--- src/rtl/tile_link_pkg.sv ---
// Shared types and default parameters for the tile link controller.
//   link_state_t : link bring-up FSM encoding (also driven on link_state)
//   tx_state_t   : transmit path state
package tile_link_pkg;

    localparam int unsigned DefNumVcs      = 2;
    localparam int unsigned DefFlitWidth   = 32;
    localparam int unsigned DefCreditDepth = 8;
    localparam int unsigned DefTrainFlits  = 16;
    localparam int unsigned DefErrThresh   = 4;

    typedef enum logic [1:0] {
        StDown  = 2'd0,
        StTrain = 2'd1,
        StUp    = 2'd2,
        StFault = 2'd3
    } link_state_t;

    typedef enum logic {
        TxIdle = 1'b0,
        TxBusy = 1'b1
    } tx_state_t;

endpackage

--- src/rtl/tile_link_if.sv ---
// Switch-side flit handshake between a switch output port and the link controller.
//   sw_valid  : switch offers a flit
//   sw_flit   : offered flit
//   sw_vc     : virtual channel of the offered flit
//   sw_accept : controller took the flit this cycle
interface tile_link_if
    import tile_link_pkg::*;
#(
    parameter int unsigned NUM_VCS    = DefNumVcs,
    parameter int unsigned FLIT_WIDTH = DefFlitWidth
);
    localparam int unsigned VcW = $clog2(NUM_VCS);

    logic                  sw_valid;
    logic [FLIT_WIDTH-1:0] sw_flit;
    logic [VcW-1:0]        sw_vc;
    logic                  sw_accept;

    modport master (output sw_valid, output sw_flit, output sw_vc, input sw_accept);
    modport slave  (input sw_valid, input sw_flit, input sw_vc, output sw_accept);

endinterface

--- src/rtl/link_credit_ctr.sv ---
// Saturating up/down credit counter for one virtual channel.
//   load_i  : load count to Depth (link coming up)
//   inc_i   : credit returned by far end
//   dec_i   : credit consumed by an accepted flit
//   count_o : current credit count
//   ovf_o   : sticky, set by a return that arrives at full credit
module link_credit_ctr
    import tile_link_pkg::*;
#(
    parameter int unsigned Depth = DefCreditDepth,
    parameter int unsigned CntW  = $clog2(Depth + 1)
) (
    input  logic            clk,
    input  logic            n_rst,
    input  logic            load_i,
    input  logic            inc_i,
    input  logic            dec_i,
    output logic [CntW-1:0] count_o,
    output logic            ovf_o
);
    localparam logic [CntW-1:0] Full = CntW'(Depth);

    logic [CntW-1:0] count_q, count_d;
    logic            ovf_q, ovf_d;

    always_comb begin
        count_d = count_q;
        ovf_d   = ovf_q;
        if (load_i) begin
            count_d = Full;
        end else if (inc_i && !dec_i) begin
            if (count_q == Full) begin
                ovf_d = 1'b1;
            end else begin
                count_d = count_q + CntW'(1);
            end
        end else if (dec_i && !inc_i && count_q != '0) begin
            count_d = count_q - CntW'(1);
        end
        // inc and dec together cancel out
    end

    always_ff @(posedge clk) begin
        if (!n_rst) begin
            count_q <= '0;
            ovf_q   <= 1'b0;
        end else begin
            count_q <= count_d;
            ovf_q   <= ovf_d;
        end
    end

    assign count_o = count_q;
    assign ovf_o   = ovf_q;

endmodule

--- src/rtl/tile_link_ctrl.sv ---
// Tile link controller: link bring-up/fault FSM, credit-based flow control per VC,
// and a single-flit transmit path toward the PHY.
//   sw          : switch handshake (slave side)
//   link_en     : software enable for bring-up
//   tx_flit/tx_start/tx_done : transmitter interface
//   cred_ret    : per-VC credit return pulses
//   rx_done/rx_err : receive status
//   link_up/link_state/credits/err_cnt/credit_ovf : status outputs
module tile_link_ctrl
    import tile_link_pkg::*;
#(
    parameter int unsigned NUM_VCS      = DefNumVcs,
    parameter int unsigned FLIT_WIDTH   = DefFlitWidth,
    parameter int unsigned CREDIT_DEPTH = DefCreditDepth,
    parameter int unsigned TRAIN_FLITS  = DefTrainFlits,
    parameter int unsigned ERR_THRESH   = DefErrThresh,
    localparam int unsigned VcW = $clog2(NUM_VCS),
    localparam int unsigned CW  = $clog2(CREDIT_DEPTH + 1),
    localparam int unsigned EW  = $clog2(ERR_THRESH + 1)
) (
    input  logic                        clk,
    input  logic                        n_rst,
    input  logic                        link_en,
    tile_link_if.slave                  sw,
    output logic [FLIT_WIDTH-1:0]       tx_flit,
    output logic                        tx_start,
    input  logic                        tx_done,
    input  logic [NUM_VCS-1:0]          cred_ret,
    input  logic                        rx_done,
    input  logic                        rx_err,
    output logic                        link_up,
    output logic [1:0]                  link_state,
    output logic [NUM_VCS-1:0][CW-1:0]  credits,
    output logic [EW-1:0]               err_cnt,
    output logic                        credit_ovf
);
    localparam int unsigned TW = $clog2(TRAIN_FLITS + 1);
    localparam logic [TW-1:0] TrainTgt = TW'(TRAIN_FLITS);
    localparam logic [EW-1:0] ErrTgt   = EW'(ERR_THRESH);

    link_state_t           link_q;
    logic [TW-1:0]         train_q;
    logic [EW-1:0]         err_q;
    tx_state_t             tx_q;
    logic [FLIT_WIDTH-1:0] flit_q;
    logic                  start_q;

    logic               enter_up;
    logic               has_credit;
    logic               accept;
    logic [NUM_VCS-1:0] ovf_vc;

    assign enter_up = (link_q == StTrain) && link_en && (train_q == TrainTgt);

    // Only an in-range VC can match, so out-of-range sw_vc never has credit.
    always_comb begin
        has_credit = 1'b0;
        for (int unsigned v = 0; v < NUM_VCS; v++) begin
            if (sw.sw_vc == VcW'(v) && credits[v] != '0) begin
                has_credit = 1'b1;
            end
        end
    end

    assign accept       = (link_q == StUp) && (tx_q == TxIdle) && sw.sw_valid && has_credit;
    assign sw.sw_accept = accept;

    always_ff @(posedge clk) begin
        if (!n_rst) begin
            link_q  <= StDown;
            train_q <= '0;
            err_q   <= '0;
        end else begin
            case (link_q)
                StDown: begin
                    if (link_en) begin
                        link_q  <= StTrain;
                        train_q <= '0;
                    end
                end
                StTrain: begin
                    if (!link_en) begin
                        link_q <= StDown;
                    end else if (train_q == TrainTgt) begin
                        link_q <= StUp;
                        err_q  <= '0;
                    end else if (rx_done) begin
                        train_q <= rx_err ? '0 : train_q + TW'(1);
                    end
                end
                StUp: begin
                    if (!link_en) begin
                        link_q <= StDown;
                    end else if (err_q == ErrTgt) begin
                        link_q <= StFault;
                    end else if (rx_done && rx_err) begin
                        err_q <= err_q + EW'(1);
                    end
                end
                StFault: begin
                    if (!link_en) begin
                        link_q <= StDown;
                    end
                end
                default: link_q <= StDown;
            endcase
        end
    end

    // Leaving UP abandons any flit in flight.
    always_ff @(posedge clk) begin
        if (!n_rst) begin
            tx_q    <= TxIdle;
            flit_q  <= '0;
            start_q <= 1'b0;
        end else begin
            start_q <= 1'b0;
            case (tx_q)
                TxIdle: begin
                    if (accept) begin
                        tx_q    <= TxBusy;
                        flit_q  <= sw.sw_flit;
                        start_q <= 1'b1;
                    end
                end
                TxBusy: begin
                    if (tx_done || link_q != StUp) begin
                        tx_q <= TxIdle;
                    end
                end
                default: tx_q <= TxIdle;
            endcase
        end
    end

    for (genvar v = 0; v < NUM_VCS; v++) begin : g_vc
        link_credit_ctr #(
            .Depth (CREDIT_DEPTH),
            .CntW  (CW)
        ) u_ctr (
            .clk     (clk),
            .n_rst   (n_rst),
            .load_i  (enter_up),
            .inc_i   (cred_ret[v] && link_q == StUp),
            .dec_i   (accept && sw.sw_vc == VcW'(v)),
            .count_o (credits[v]),
            .ovf_o   (ovf_vc[v])
        );
    end

    assign tx_flit    = flit_q;
    assign tx_start   = start_q;
    assign link_up    = (link_q == StUp);
    assign link_state = link_q;
    assign err_cnt    = err_q;
    assign credit_ovf = |ovf_vc;

endmodule

--- src/flat_wrapper.sv ---
// flat-port wrapper written by rule: the top's interface ports become plain ports
module tile_link_ctrl_flat import tile_link_pkg::*;
#(
    parameter int unsigned NUM_VCS      = DefNumVcs,
    parameter int unsigned FLIT_WIDTH   = DefFlitWidth,
    parameter int unsigned CREDIT_DEPTH = DefCreditDepth,
    parameter int unsigned TRAIN_FLITS  = DefTrainFlits,
    parameter int unsigned ERR_THRESH   = DefErrThresh,
    localparam int unsigned VcW = $clog2(NUM_VCS),
    localparam int unsigned CW  = $clog2(CREDIT_DEPTH + 1),
    localparam int unsigned EW  = $clog2(ERR_THRESH + 1)
)
  (clk, n_rst, link_en, tx_flit, tx_start, tx_done, cred_ret, rx_done, rx_err, link_up, link_state, credits, err_cnt, credit_ovf, sw_sw_valid, sw_sw_flit, sw_sw_vc, sw_sw_accept);
  tile_link_if #(.NUM_VCS(NUM_VCS), .FLIT_WIDTH(FLIT_WIDTH)) sw_i ();
  input  logic clk;
  input  logic n_rst;
  input  logic link_en;
  output logic [FLIT_WIDTH-1:0] tx_flit;
  output logic tx_start;
  input  logic tx_done;
  input  logic [NUM_VCS-1:0] cred_ret;
  input  logic rx_done;
  input  logic rx_err;
  output logic link_up;
  output logic [1:0] link_state;
  output logic [NUM_VCS-1:0][CW-1:0] credits;
  output logic [EW-1:0] err_cnt;
  output logic credit_ovf;
  input wire logic [$bits(sw_i.sw_valid)-1:0] sw_sw_valid;
  input wire logic [$bits(sw_i.sw_flit)-1:0] sw_sw_flit;
  input wire logic [$bits(sw_i.sw_vc)-1:0] sw_sw_vc;
  output wire logic [$bits(sw_i.sw_accept)-1:0] sw_sw_accept;
  assign sw_i.sw_valid = sw_sw_valid;
  assign sw_i.sw_flit = sw_sw_flit;
  assign sw_i.sw_vc = sw_sw_vc;
  assign sw_sw_accept = sw_i.sw_accept;
  tile_link_ctrl #(.NUM_VCS(NUM_VCS), .FLIT_WIDTH(FLIT_WIDTH), .CREDIT_DEPTH(CREDIT_DEPTH), .TRAIN_FLITS(TRAIN_FLITS), .ERR_THRESH(ERR_THRESH)) u_core (.clk(clk), .n_rst(n_rst), .link_en(link_en), .sw(sw_i), .tx_flit(tx_flit), .tx_start(tx_start), .tx_done(tx_done), .cred_ret(cred_ret), .rx_done(rx_done), .rx_err(rx_err), .link_up(link_up), .link_state(link_state), .credits(credits), .err_cnt(err_cnt), .credit_ovf(credit_ovf));
endmodule
--- config.mk ---
export PLATFORM = sky130hd
export DESIGN_NAME = tile_link_ctrl_flat
export DESIGN_NICKNAME = d
export VERILOG_FILES = /design/src/rtl/tile_link_pkg.sv /design/src/rtl/tile_link_if.sv /design/src/rtl/link_credit_ctr.sv /design/src/rtl/tile_link_ctrl.sv /design/src/flat_wrapper.sv
export SDC_FILE = /design/constraint.sdc
export NUM_CORES = 1
export LEC_CHECK = 0
export CAP_MARGIN = 15
export CELL_PAD_IN_SITES_DETAIL_PLACEMENT = 0
export CELL_PAD_IN_SITES_GLOBAL_PLACEMENT = 2
export CORE_ASPECT_RATIO = 0.9
export CORE_UTILIZATION = 26
export CTS_CLUSTER_DIAMETER = 200
export DETAILED_ROUTE_END_ITERATION = 8
export HOLD_SLACK_MARGIN = 0.03
export PLACE_DENSITY = 0.95
export SKIP_LAST_GASP = 1
export SYNTH_ARGS = -nofsm -noshare
export SYNTH_HDL_FRONTEND = slang
export SYNTH_SLANG_ARGS = --single-unit
--- constraint.sdc ---
create_clock -name clk -period 6.5 [get_ports clk]
set_input_delay 1.3 -clock clk [delete_from_list [all_inputs] [get_ports clk]]
set_output_delay 1.3 -clock clk [all_outputs]
set_load 0.01 [all_outputs]
# After elaboration in Yosys (flattened, before gate mapping)
# Index checks and enable logic that the tools add are counted.
[totals]
output_inout_bits = 49
in_bits = 42
regBits = 54
[op_classes]
n_addsub = 6
n_bitwise = 4
n_reduce_logical = 45
muxes = 32
eq_ne = 23
[op_table]
columns = ["cell", "n"]
rows = [
  ["two-way mux 4 bit", 8],
  ["two-way mux 5 bit", 5],
  ["!= test 2 bit (second input constant)", 11],
  ["logical AND 1 bit", 18],
  ["two-way mux 3 bit", 5],
  ["two-way mux 2 bit", 6],
  ["one-hot mux 5 bit (2 select lines)", 1],
  ["AND reduction 2 bit", 5],
  ["!= test 3 x 2 -> 1 bit (second input constant)", 3],
  ["adder 4 x 1 -> 4 bit (second input constant)", 2],
  ["== test 4 bit (second input constant)", 2],
  ["one-hot mux 2 bit (4 select lines)", 1],
  ["nonzero test 2 bit", 4],
  ["nonzero test 4 bit", 2],
  ["subtractor 4 x 1 -> 4 bit (second input constant)", 2],
  ["one-hot mux 3 bit (2 select lines)", 1],
  ["AND reduction 3 bit", 2],
  ["AND reduction 6 bit", 1],
  ["nonzero test 3 bit", 2],
  ["OR reduction 2 bit", 3],
  ["adder 5 x 1 -> 5 bit (second input constant)", 1],
  ["== test 5 bit (second input constant)", 1],
  ["AND reduction 5 bit", 1],
  ["== test 2 bit (second input constant)", 2],
  ["12 further kinds", 21],
]

# Longest topological paths before layout
[depth]
ltp_word = 11
mapped_depth = 10
mapped_depth_nobuf = 10

# Modules after synthesis
# A second synthesis with hierarchy kept.
[hier_totals]
hier_cells = 291
hier_area_um2 = 2577.5
[modules_own_cells]
columns = ["mod", "cells_per_inst", "instances", "area_each_um2"]
rows = [
  ["tile_link_ctrl", 223, 1, 1976.9],
  ["link_credit_ctr", 34, 2, 300.3],
]

# Least setup slack after synthesis
# Ideal clock, no wire load.
[synth_path]
kind = "input to output"
from = "input port sw_sw_vc"
to = "output port sw_sw_accept"
path_stages = 4
arrival_ns = 2.066
setup_slack_ns = 3.134
path_buffers = 1
path_cell_list = "mux2i_1 > nand4b_1 > inv_1 > buf_2"
[synth_between]
elab_chain_cells = 5
word_cells_on_any_way = 6
cone_classes = "mux: 2; bitwise: 1; reduce/logical: 3"
[synth_lines]
columns = ["element", "line", "source"]
rows = [
  ["start: declaration", "flat_wrapper.sv:31", "input wire logic [$bits(sw_i.sw_vc)-1:0] sw_sw_vc;"],
  ["inverter 1 bit", "tile_link_ctrl.sv:59", "if (sw.sw_vc == VcW'(v) && credits[v] != '0) begin"],
  ["logical AND 1 bit", "tile_link_ctrl.sv:59", ""],
  ["two-way mux 1 bit", "tile_link_ctrl.sv:59", ""],
  ["two-way mux 1 bit *", "tile_link_ctrl.sv:59", ""],
  ["logical AND 1 bit *", "tile_link_ctrl.sv:65", "assign accept = (link_q == StUp) && (tx_q == TxIdle) && sw.sw_valid && has_credit;"],
  ["end: declaration", "flat_wrapper.sv:32", "output wire logic [$bits(sw_i.sw_accept)-1:0] sw_sw_accept;"],
]
# Mark *: on every way between the ends. The rest lies on a longest branch, timed or not.

# Worst setup path after layout
# Same ends and word-level chain as after synthesis.

==> flow_summary.toml <==
[global_route]
gr-total-overflow = 0
antenna_found_initial = 0
grt_start_max_net_pins = 36
grt_usage_pct = 13.3
grt_pass1_vias = 2118
grt_pass1_wl_mm = 10.1

[die]
fp.coreArea_sq_mm = 0.00873
die_height_microns = 93.0
die_w_microns = 103
io_pins = 91
initial_utilization_pct = 27.4
rows = 32
die-area_sq_mm = 0.00958

[sta]
slew_violations = 0
hold_ws_ns = 0.458
setup_ws_ns = 2.15
worst_pin_slew_ns = 0.481
finalCritPeriodShare_pct = 67.0
setup-violations-final = 0
grt_setup_unrepaired = "false"
hold_viol_final = 0
tns_ns = 0
max_slew_margin_pct = 67.9
fin_skew_ns = 0.00562
max_freq_mhz = 230
finalCriticalPeriod_ns = 4.35

[pwr]
seq_power_share_pct = 51.3
p_int_uw = 521
p_sw_uw = 127
peakVddDrop_v = 0.000100
p_leak_uw = 0.00121
p_per_area_mw_per_mm2 = 183
combPwrFrac_pct = 6.3
swShare_pct = 19.5
p_clk_share_pct = 42.4

[synth]
synth_seq_area_share_pct = 45.2
syn-num-nets = 338
synth_area_leaders = "dfxtp_1, nand2_1, a21oi_1"
netlist_area_sq_mm = 0.00239
ys_seq_elements = 54
synth_top_area_cell = "dfxtp_1"
syn-instance-count = 288
ys_types = 45
yosys.area.top_type_share_pct = 45.2
async_reset_ff_share_pct = 0
synth-edff-count = 0
synth.yosys.warnings = 0
synth_area_per_cell_sq_um = 8.30
ys.flop_type = "dfxtp_1"

[worst_setup_path]
cp.required_ns = 5.20
crit_type = "primary input to output port"
cp.arrival_ns = 3.05
critPathCaptureType = "output port"
start_kind = "primary input"
cp_max_fo = 35

[clock_tree]
root_buffer = "clkbuf_8"
postCtsSetupRepairBufs = 0
clk_latency_ns = 0.30
hold_buffers = 0
cts_resized = 0
htreeDepth = 2
cts.clk_slew.worst_paths_ns = 0.10
cts_sinks = 54
clockBufferDepth = 2
cts_buffers = 5
cts_tree = "built"

[placed_design]
post-place-ws_ns = 2.13
io_buffers = 90
hpwlAfterDp_mm = 4.62
place_congestion = 0.782

[cells_and_area]
fillers = 918
final_common_cell = "clkdlybuf4s50_1"
layout_common_cells = "clkdlybuf4s50_1, nand2_1, dfxtp_1, a21oi_1, nor2_1"
syn2layout_area_growth_pct = 48.3
final_nets = 426
diodes = 0
drive_gt1_share_pct = 5.57

[drt]
drt-total-wl_mm = 6.33
routed_via_density = 4.55
dr.pass1.iters = 4
wire_per_inst_microns = 12.8
route.detailed.drc = 0
via_count = 2256
ant_nets = 0
drtIter0Drc = 65

[run_status]
status = "complete, no violations"

[flow_run]
drv_cap = 0

[min_path]
hold_path_class = "flip-flop to flip-flop"
[sequential cells by signal, indices dropped and copies added (netlist names)]
register and count:
u_core.link_state 2, u_core.train_q 5, u_core.tx_flit 32, u_core.g_vc.u_ctr.ovf_o 2, u_core.err_cnt 3, u_core.tx_q 1, u_core.tx_start 1, u_core.g_vc.u_ctr.count_o 8
[area by class of cell]
type / count / area [sq um] / share of cell area, %
clock buffer: 6 / 82.6 / 2.33
clock inverter: 2 / 60.1 / 1.69
inverter: 12 / 45.0 / 1.27
multi-input combinational: 210 / 1200 / 34.0
sequential: 54 / 1080 / 30.5
tap: 119 / 149 / 4.20
timing repair buffer: 93 / 923 / 26.1
[through the flow]
stage / cells / area (sq um) / total power (uW) / util (%)
6_report: 496 / 3540 / 648 / 40.6
3_3_place_gp: 488 / 3400 / 381 / 39.0
2_1_floorplan: 288 / 2390 / 351 / -
5_1_grt: 496 / 3540 / 672 / 40.6
3_5_place_dp: 488 / 3400 / 381 / 39.0
4_1_cts: 496 / 3540 / 658 / 40.6
[final timing paths]
path,start,endpoint,slack [ns],cells after the start
max,sw_sw_vc,sw_sw_accept,2.15,6
min,u_core.tx_flit[1],u_core.tx_flit[1],0.46,2
max reg2reg,u_core.link_state[0],u_core.g_vc[1].u_ctr.count_o[3],4.05,9
min reg2reg,u_core.tx_flit[1],u_core.tx_flit[1],0.46,2
[cell usage after synthesis, types with 3 or more instances]
cell,instances
o21ai_0,4
xnor2_1,7
dfxtp_1,54
a21oi_1,41
nand4b_1,3
nand2_1,77
buf_2,6
nor2_1,13
ha_1,8
mux2i_1,4
nand2b_1,4
inv_1,10
a31oi_1,4
nand3_1,4
clkbuf_1,5
o211ai_1,3
nand3b_1,3
nor3_1,4
[power groups by stage]
stage          logic, uW  clock network, uW  registers [uW]
5_1_grt             44.3                295             333
3_5_place_dp        41.1                  0             340
3_3_place_gp        41.2                  0             340
2_1_floorplan       10.6                  0             340
6_report            40.9                275             332
4_1_cts             41.3                284             333
[routing by layer]
metal  up-vias  GRT usage, %  part of all wire, %
li1       1168             -                    -
met1      1026          18.4                   49
met2        60          20.7                   45
met3         2          2.94                  5.2
met4         0          3.17                 0.40
met5         -             0                    0
[critical path, stage by stage]
cell             delay [ns]
clkdlybuf4s50_1        0.51
mux2i_1                0.19
nand4b_1               0.11
buf_4                  0.26
inv_1                  0.11
clkdlybuf4s50_1        0.54
[logic make-up after synthesis]
group,Yosys count,synth area share (%)
compound gates,65,16.3
xor+xnor,9,3.30
fa+ha+maj,8,4.19
flops,54,45.2
simple gates,124,24.9
mux,4,1.68
buf+inv,24,4.40
(Power assumes the default switching activity.)
